## config.mk

```make
export PLATFORM = sky130hd
export DESIGN_NAME = hazard_ctrl
export DESIGN_NICKNAME = d
export VERILOG_FILES = /design/src/rtl/hazard_ctrl.sv
export SDC_FILE = /design/constraint.sdc
export NUM_CORES = 1
export LEC_CHECK = 0
export CORE_MARGIN = 1.5
export CORE_UTILIZATION = 41
export CTS_CLUSTER_SIZE = 12
export DETAILED_ROUTE_END_ITERATION = 6
export GPL_TIMING_DRIVEN = 0
export PLACE_DENSITY_LB_ADDON = 0.08
export SLEW_MARGIN = 20
export SYNTH_ARGS = -nofsm -noshare
export SYNTH_HDL_FRONTEND = slang
export SYNTH_SLANG_ARGS = --single-unit
```

## constraint.sdc

```tcl
create_clock -name clk -period 7 [get_ports clk]
set_input_delay 2.1 -clock clk [delete_from_list [all_inputs] [get_ports clk]]
set_output_delay 2.1 -clock clk [all_outputs]
set_load 0.03 [all_outputs]
```

## src/rtl/hazard_ctrl.sv

```systemverilog
// Pipeline hazard controller: load-use stalls, branch redirects and data-memory wait freezes.
// Optional perf counters (stall_cnt, flush_cnt) are enabled by defining HAZARD_PERF_CNT_EN.
module hazard_ctrl #(
  parameter int unsigned WAIT_MAX = 255
) (
  input  logic       clk,
  input  logic       rst,
  input  logic [4:0] id_rs1,
  input  logic [4:0] id_rs2,
  input  logic       id_uses_rs2,
  input  logic [4:0] ex_rd,
  input  logic       ex_memread,
  input  logic       ex_branch_taken,
  input  logic       dmem_req,
  input  logic       dmem_ready,
  output logic       pc_stall,
  output logic       ifid_stall,
  output logic       ifid_flush,
  output logic       idex_stall,
  output logic       idex_bubble,
  output logic       exmem_stall,
  output logic [1:0] state_o,
  output logic       mem_timeout,
  output logic       timeout_err
`ifdef HAZARD_PERF_CNT_EN
  ,
  output logic [31:0] stall_cnt,
  output logic [31:0] flush_cnt
`endif
);

  typedef enum logic [1:0] {
    StRun      = 2'd0,
    StLuStall  = 2'd1,
    StMemWait  = 2'd2,
    StRedirect = 2'd3
  } state_e;

  localparam logic [15:0] WaitMax  = 16'(WAIT_MAX);
  localparam logic [15:0] WaitLast = 16'(WAIT_MAX - 1);

  state_e      state_q, state_d;
  logic [15:0] wait_cnt_q, wait_cnt_d;
  logic        timeout_err_q;
  logic        lu, lu_ok, mw;

  assign lu = ex_memread && (ex_rd != 5'd0) &&
              ((ex_rd == id_rs1) || (id_uses_rs2 && (ex_rd == id_rs2)));
  assign mw = dmem_req && !dmem_ready;
  // The cycle right after a load-use stall or redirect must not re-stall on the same hazard.
  assign lu_ok = lu && ((state_q == StRun) || (state_q == StMemWait));

  always_comb begin
    pc_stall    = 1'b0;
    ifid_stall  = 1'b0;
    ifid_flush  = 1'b0;
    idex_stall  = 1'b0;
    idex_bubble = 1'b0;
    exmem_stall = 1'b0;
    state_d     = StRun;
    if (mw) begin
      pc_stall    = 1'b1;
      ifid_stall  = 1'b1;
      idex_stall  = 1'b1;
      exmem_stall = 1'b1;
      state_d     = StMemWait;
    end else if (ex_branch_taken) begin
      ifid_flush  = 1'b1;
      idex_bubble = 1'b1;
      state_d     = StRedirect;
    end else if (lu_ok) begin
      pc_stall    = 1'b1;
      ifid_stall  = 1'b1;
      idex_bubble = 1'b1;
      state_d     = StLuStall;
    end
    if (!rst) begin
      pc_stall    = 1'b0;
      ifid_stall  = 1'b0;
      ifid_flush  = 1'b0;
      idex_stall  = 1'b0;
      idex_bubble = 1'b0;
      exmem_stall = 1'b0;
    end
  end

  always_comb begin
    wait_cnt_d = wait_cnt_q;
    if ((state_d == StMemWait) && (state_q != StMemWait)) begin
      wait_cnt_d = 16'd0;
    end else if ((state_q == StMemWait) && mw && (wait_cnt_q != WaitMax)) begin
      // Saturating at WAIT_MAX keeps the timeout to a single pulse per wait.
      wait_cnt_d = wait_cnt_q + 16'd1;
    end
  end

  assign mem_timeout = rst && (state_q == StMemWait) && mw && (wait_cnt_q == WaitLast);

  always_ff @(posedge clk) begin
    if (!rst) begin
      state_q       <= StRun;
      wait_cnt_q    <= 16'd0;
      timeout_err_q <= 1'b0;
    end else begin
      state_q       <= state_d;
      wait_cnt_q    <= wait_cnt_d;
      timeout_err_q <= timeout_err_q || mem_timeout;
    end
  end

  assign state_o     = state_q;
  assign timeout_err = timeout_err_q;

`ifdef HAZARD_PERF_CNT_EN
  logic [31:0] stall_cnt_q, flush_cnt_q;

  always_ff @(posedge clk) begin
    if (!rst) begin
      stall_cnt_q <= 32'd0;
      flush_cnt_q <= 32'd0;
    end else begin
      stall_cnt_q <= stall_cnt_q + {31'd0, pc_stall};
      flush_cnt_q <= flush_cnt_q + {31'd0, ifid_flush};
    end
  end

  assign stall_cnt = stall_cnt_q;
  assign flush_cnt = flush_cnt_q;
`endif

endmodule
```

After elaboration in Yosys (flattened, before gate mapping)
Index checks and enable logic that the tools add are counted.
- input bits: 22
- register bits: 19
- word-level logic and storage cells: 45
- multiplexer cells: 15
- bitwise operators: 1
- reductions and logical operators: 18
- $add $sub $neg: 1
- equality and inequality tests: 7
- operators with widths (kind ; number):
    $add 16x1->16 const B ; 1
    $eq 16x8->1 const B ; 1
    $ne 16x8->1 const B ; 1
    $mux 1 ; 13
    $logic_and 1x1->1 ; 11
    $eq 5x5->1 ; 2
    $reduce_bool 5->1 ; 1
    $eq 2x2->1 const B ; 2
    $mux 2 ; 2
    $logic_or 1x1->1 ; 3
    $logic_not 2->1 ; 1
    $ne 2x2->1 const B ; 1
    $reduce_or 2->1 ; 1
    $logic_not 1->1 ; 1
    $not 1->1 ; 1

Longest topological paths before layout
- depth after elaboration: 11
- depth in mapped cells: 6

Worst setup path before layout
No wires, ideal clock.
- path type: input port to output port
- start: input port ex_rd[3]
- end: output port idex_bubble
- arrival: 3.788 ns
- setup slack: 1.112 ns
- stages: 4
- path buffers: 0
- cell sequence: xor2_1 -> nor4_1 -> a32oi_1 -> o41ai_1
- word-level cells in the longest chain between the ends: 9
- elaborated cells on any way between the ends: 12
- classes of those cells: eq/ne (2); mux (4); reduce/logical (6)
- ends and longest elaborated chain (what ; line ; text):
    from (decl) ; 11 ; input logic [4:0] ex_rd,
    $eq 5x5->1 ; 48 ; ((ex_rd == id_rs1) || (id_uses_rs2 && (ex_rd == id_rs2)));
    $logic_and 1x1->1 ; 48 ;
    $logic_or 1x1->1 ; 48 ;
    $logic_and 1x1->1 * ; 47 ; assign lu = ex_memread && (ex_rd != 5'd0) &&
    $logic_and 1x1->1 * ; 51 ; assign lu_ok = lu && ((state_q == StRun) || (state_q == StMemWait));
    $mux 1 * ; 71 ; end else if (lu_ok) begin
    $mux 1 * ; 67 ; end else if (ex_branch_taken) begin
    $mux 1 * ; 61 ; if (mw) begin
    $mux 1 * ; 77 ; if (!rst) begin
    to (decl) ; 20 ; output logic idex_bubble,
Every way passes the cells marked *; elsewhere a longest branch is shown, timed or not.

Final worst setup path
- start: input port ex_rd[4]
- end: output port pc_stall
- word-level cells in the longest chain between the ends: 9
- elaborated cells on any way between the ends: 12
- classes of those cells: eq/ne (2); mux (4); reduce/logical (6)
- ends and longest elaborated chain (what ; line ; text):
    $eq 5x5->1 ; 48 ;
    $logic_and 1x1->1 ; 48 ;
    $logic_or 1x1->1 ; 48 ;
    $logic_and 1x1->1 * ; 47 ;
    $logic_and 1x1->1 * ; 51 ;
    $mux 1 * ; 71 ;
    $mux 1 * ; 67 ;
    $mux 1 * ; 61 ;
    $mux 1 * ; 77 ;
    to (decl) ; 16 ; output logic pc_stall,
Marks and branches as above.

==> results.md <==
- Clock Latency Late Sink: around 0.3 ns
- Hold depth: 1
- Period utilization: 93.4%
- Die ar.: around 3200 sq um
- Tmin final: approximately 6.5 ns
- H-tree depth: 1
- WP data arrival: 4.44 ns
- Tot GR Track Use: approximately a fifth
- Synth Register Bits: 19
- Final setup margin: 0.460 ns
- Most common cell after layout, fill and taps aside: clkdlybuf4s50_1
- RSZ-0062 raised after global routing: false
- Reg-to-reg startpoint: wait_cnt_q[8]
- CP max-delay cell: clkdlybuf4s50_1
- Fin Hold WS: 0.475 ns
- # resized after CTS: 0
- Drc violations: 0
- VDD IR-drop max: between 0.0001 and 0.00015 V
- Hold buffer count at cts: 0
- Post-synthesis simple-gate area fraction: 32.6%
- Worst slew margin: 64.2%
- Post-synthesis compound-gate area fraction: 20.6%
- Achievable Freq: 153 MHz
- CP Capture Type: output port
- Root buffer cell: clkbuf_4
- Most frequent cells in the layout: clkdlybuf4s50_1, dfxtp_1, nand2_1
- Starting DRT DRC Count: 52
- Reg2reg end: wait_cnt_q[1]
- Main combinational cell family by area after synthesis: simple AND/OR/NAND/NOR gates
- First-pass iteration count of the detailed router: 5
- Post-placement cell count: 202
- CP max stage delay: 0.66 ns
- CTS buffer count: 3
- CP most frequent cell: clkdlybuf4s50_1
- Synth Area per Inst: 8.47 sq um
- Worst slack, placed: between 0.4 and 0.5 ns
- TNS Setup: 0 ns
- # diodes: 0
- Total grt overflow: 0
- Final Cell Area: 1560 sq um
- Layout area overhead: 30.7%
- Cell taking the most area after synthesis: dfxtp_1
- Post CTS Setup Buffer Count: 0
- First-pass GRT wire length: 5260 um
- Cell variety after synth: 39
- Detail Route Antenna Nets: 0
- Clock Skew: 0.00452 ns
- Total wire length: 3070 um
- Mux share of post-synthesis cell area: 0%
- Dominant synthesized flop cell: dfxtp_1
- Port bufs: 30
- CTS tree: yes
- Final setup vio count: 0
- Hold Path End: timeout_err
- Sink Count: 19
- Core Region: 2760 sq um
- Slew Limit Fails: 0
- Max FO, Critical Path: 3
- Post-Synth XOR/XNOR Area: 8.06%
- Wire length per cell: 14.9 um
- Vias/cell: between 5 and 6
- Area share of the largest cell type after synthesis: 31.8%
- Static Leak: 0.523 nW
- # rows: 19
- Final Hold Viols: 0
- Vias in the first global route: ~1,200
- Max-Cap Viols: 0
- Hold Path Class: register to register
- Post-synthesis cell count: 141
- Async SR Flop Fraction: 0%
- Clk buf depth: 2
- Crit-path leading delay family: buffers and inverters
- Non-Filler Instances: 206
- Status: completed
- P per Cell Area: 132 nW/um^2
- CTS clk-pin slew, worst paths: 0.11 ns
- Die width: 57.0 um
- Post-Syn Area: 1190 sq um
- Worst-Margin Slew: 0.537 ns
- Critical path startpoint category: input pin
- CP Cell Sequence: clkdlybuf4s50_1 > or4_1 > nor2_1 > or4b_2 > o21bai_1 > buf_4 > clkdlybuf4s50_1
- Largest cells by area after synthesis: dfxtp_1, xor2_1, o21a_1, a21oi_1, nand2_1
- R2r setup slk: between 5 and 6 ns
- Placer Congestion: 0.851
- Sequential fraction of the synthesis area: 31.8%
- Hold Startpoint: timeout_err
- Initial Util: between 40% and 50%
- Die Y: 57.0 um
- Placed inst area: ~1500 sq um
- WP buf/inv: 3
- Adder and majority gate portion of the synthesized area: 2.09%
- Vias post-DR: 1,225
- Pin count of the biggest net entering global routing: 12
- Initial antenna violation count: 0
- Mapped Nets: 165
- Yosys warnings: 0
- WP data required: 4.90 ns
- Nets: 200
- Layout cell share with drive strength beyond 1: 8.57%
- Dpl hpwl: 2370 um
- CP Class: input pin to output port
- R2R depth: 4
- Num ports: 32
- Post-synth EDFFs: 0
-- worst max-delay path by stage --
stage	end	slack, ns	cells past startpoint	startpoint
4_1_cts	pc_stall	0.46	7	ex_rd[2]
6_report	pc_stall	0.46	7	ex_rd[4]
3_3_place_gp	pc_stall	0.48	7	ex_rd[1]
3_5_place_dp	pc_stall	0.46	7	ex_rd[2]
5_1_grt	pc_stall	0.38	7	ex_rd[1]
2_1_floorplan	idex_bubble	1.11	4	ex_rd[3]
-- flip-flops by register name, summed over array words and instances (netlist names) --
signal and flops:
wait_cnt_q 16, state_o 2, timeout_err 1
-- metal layers --
layer | wire length, um | GRT usage (%)
met5 | 0 | 0
met4 | 44 | 7.31
met3 | 189 | 3.40
met2 | 1360 | 33.3
met1 | 1480 | 26.8
-- stage by stage --
| stage | utilization [%] | total power, mW |
|---|---|---|
| 2_1_floorplan | - | 0.131 |
| 3_3_place_gp | 55.6 | 0.152 |
| 3_5_place_dp | 55.6 | 0.152 |
| 4_1_cts | 56.6 | 0.209 |
| 5_1_grt | 56.6 | 0.217 |
| 6_report | 56.6 | 0.206 |
-- final cells by class --
class                   count  area (sq um)
clock inverters             1          5.00
plain buffers               8          46.3
multi-input cells         111           757
inverters                   3          11.3
fillers                   271          1200
flip-flops and latches     19           380
clock buffers               3          22.5
well taps                  31          38.8
repair buffers             30           300
-- where the power goes --
part	internal, mW	leakage (nW)	total, mW	switching (mW)
registers	0.109	0.154	0.110	0.00124
logic	0.0210	0.352	0.0397	0.0187
clock network	0.0213	0.0177	0.0562	0.0349
-- logic make-up (layout without fill, tap and decap cells) --
family / Yosys count / in the layout
flops: 19 / 19
compound gates: 35 / 35
fa+ha+maj: 2 / 2
buf+inv: 11 / 45
simple gates: 63 / 63
xor+xnor: 11 / 11
-- Yosys cell counts, drive strengths merged (2+ instances only) --
| cell type | n |
|---|---|
| a21oi | 9 |
| and2 | 2 |
| and3 | 3 |
| buf | 4 |
| clkbuf | 4 |
| dfxtp | 19 |
| ha | 2 |
| inv | 3 |
| nand2 | 11 |
| nand2b | 2 |
| nand3 | 7 |
| nand4 | 4 |
| nor2 | 6 |
| nor2b | 2 |
| nor3 | 3 |
| nor4 | 6 |
| o21a | 8 |
| o21ai | 5 |
| o311ai | 2 |
| o31ai | 4 |
| o41ai | 2 |
| or3 | 5 |
| or4 | 7 |
| or4b | 2 |
| xnor2 | 2 |
| xor2 | 9 |
(Power assumes the default switching activity.)
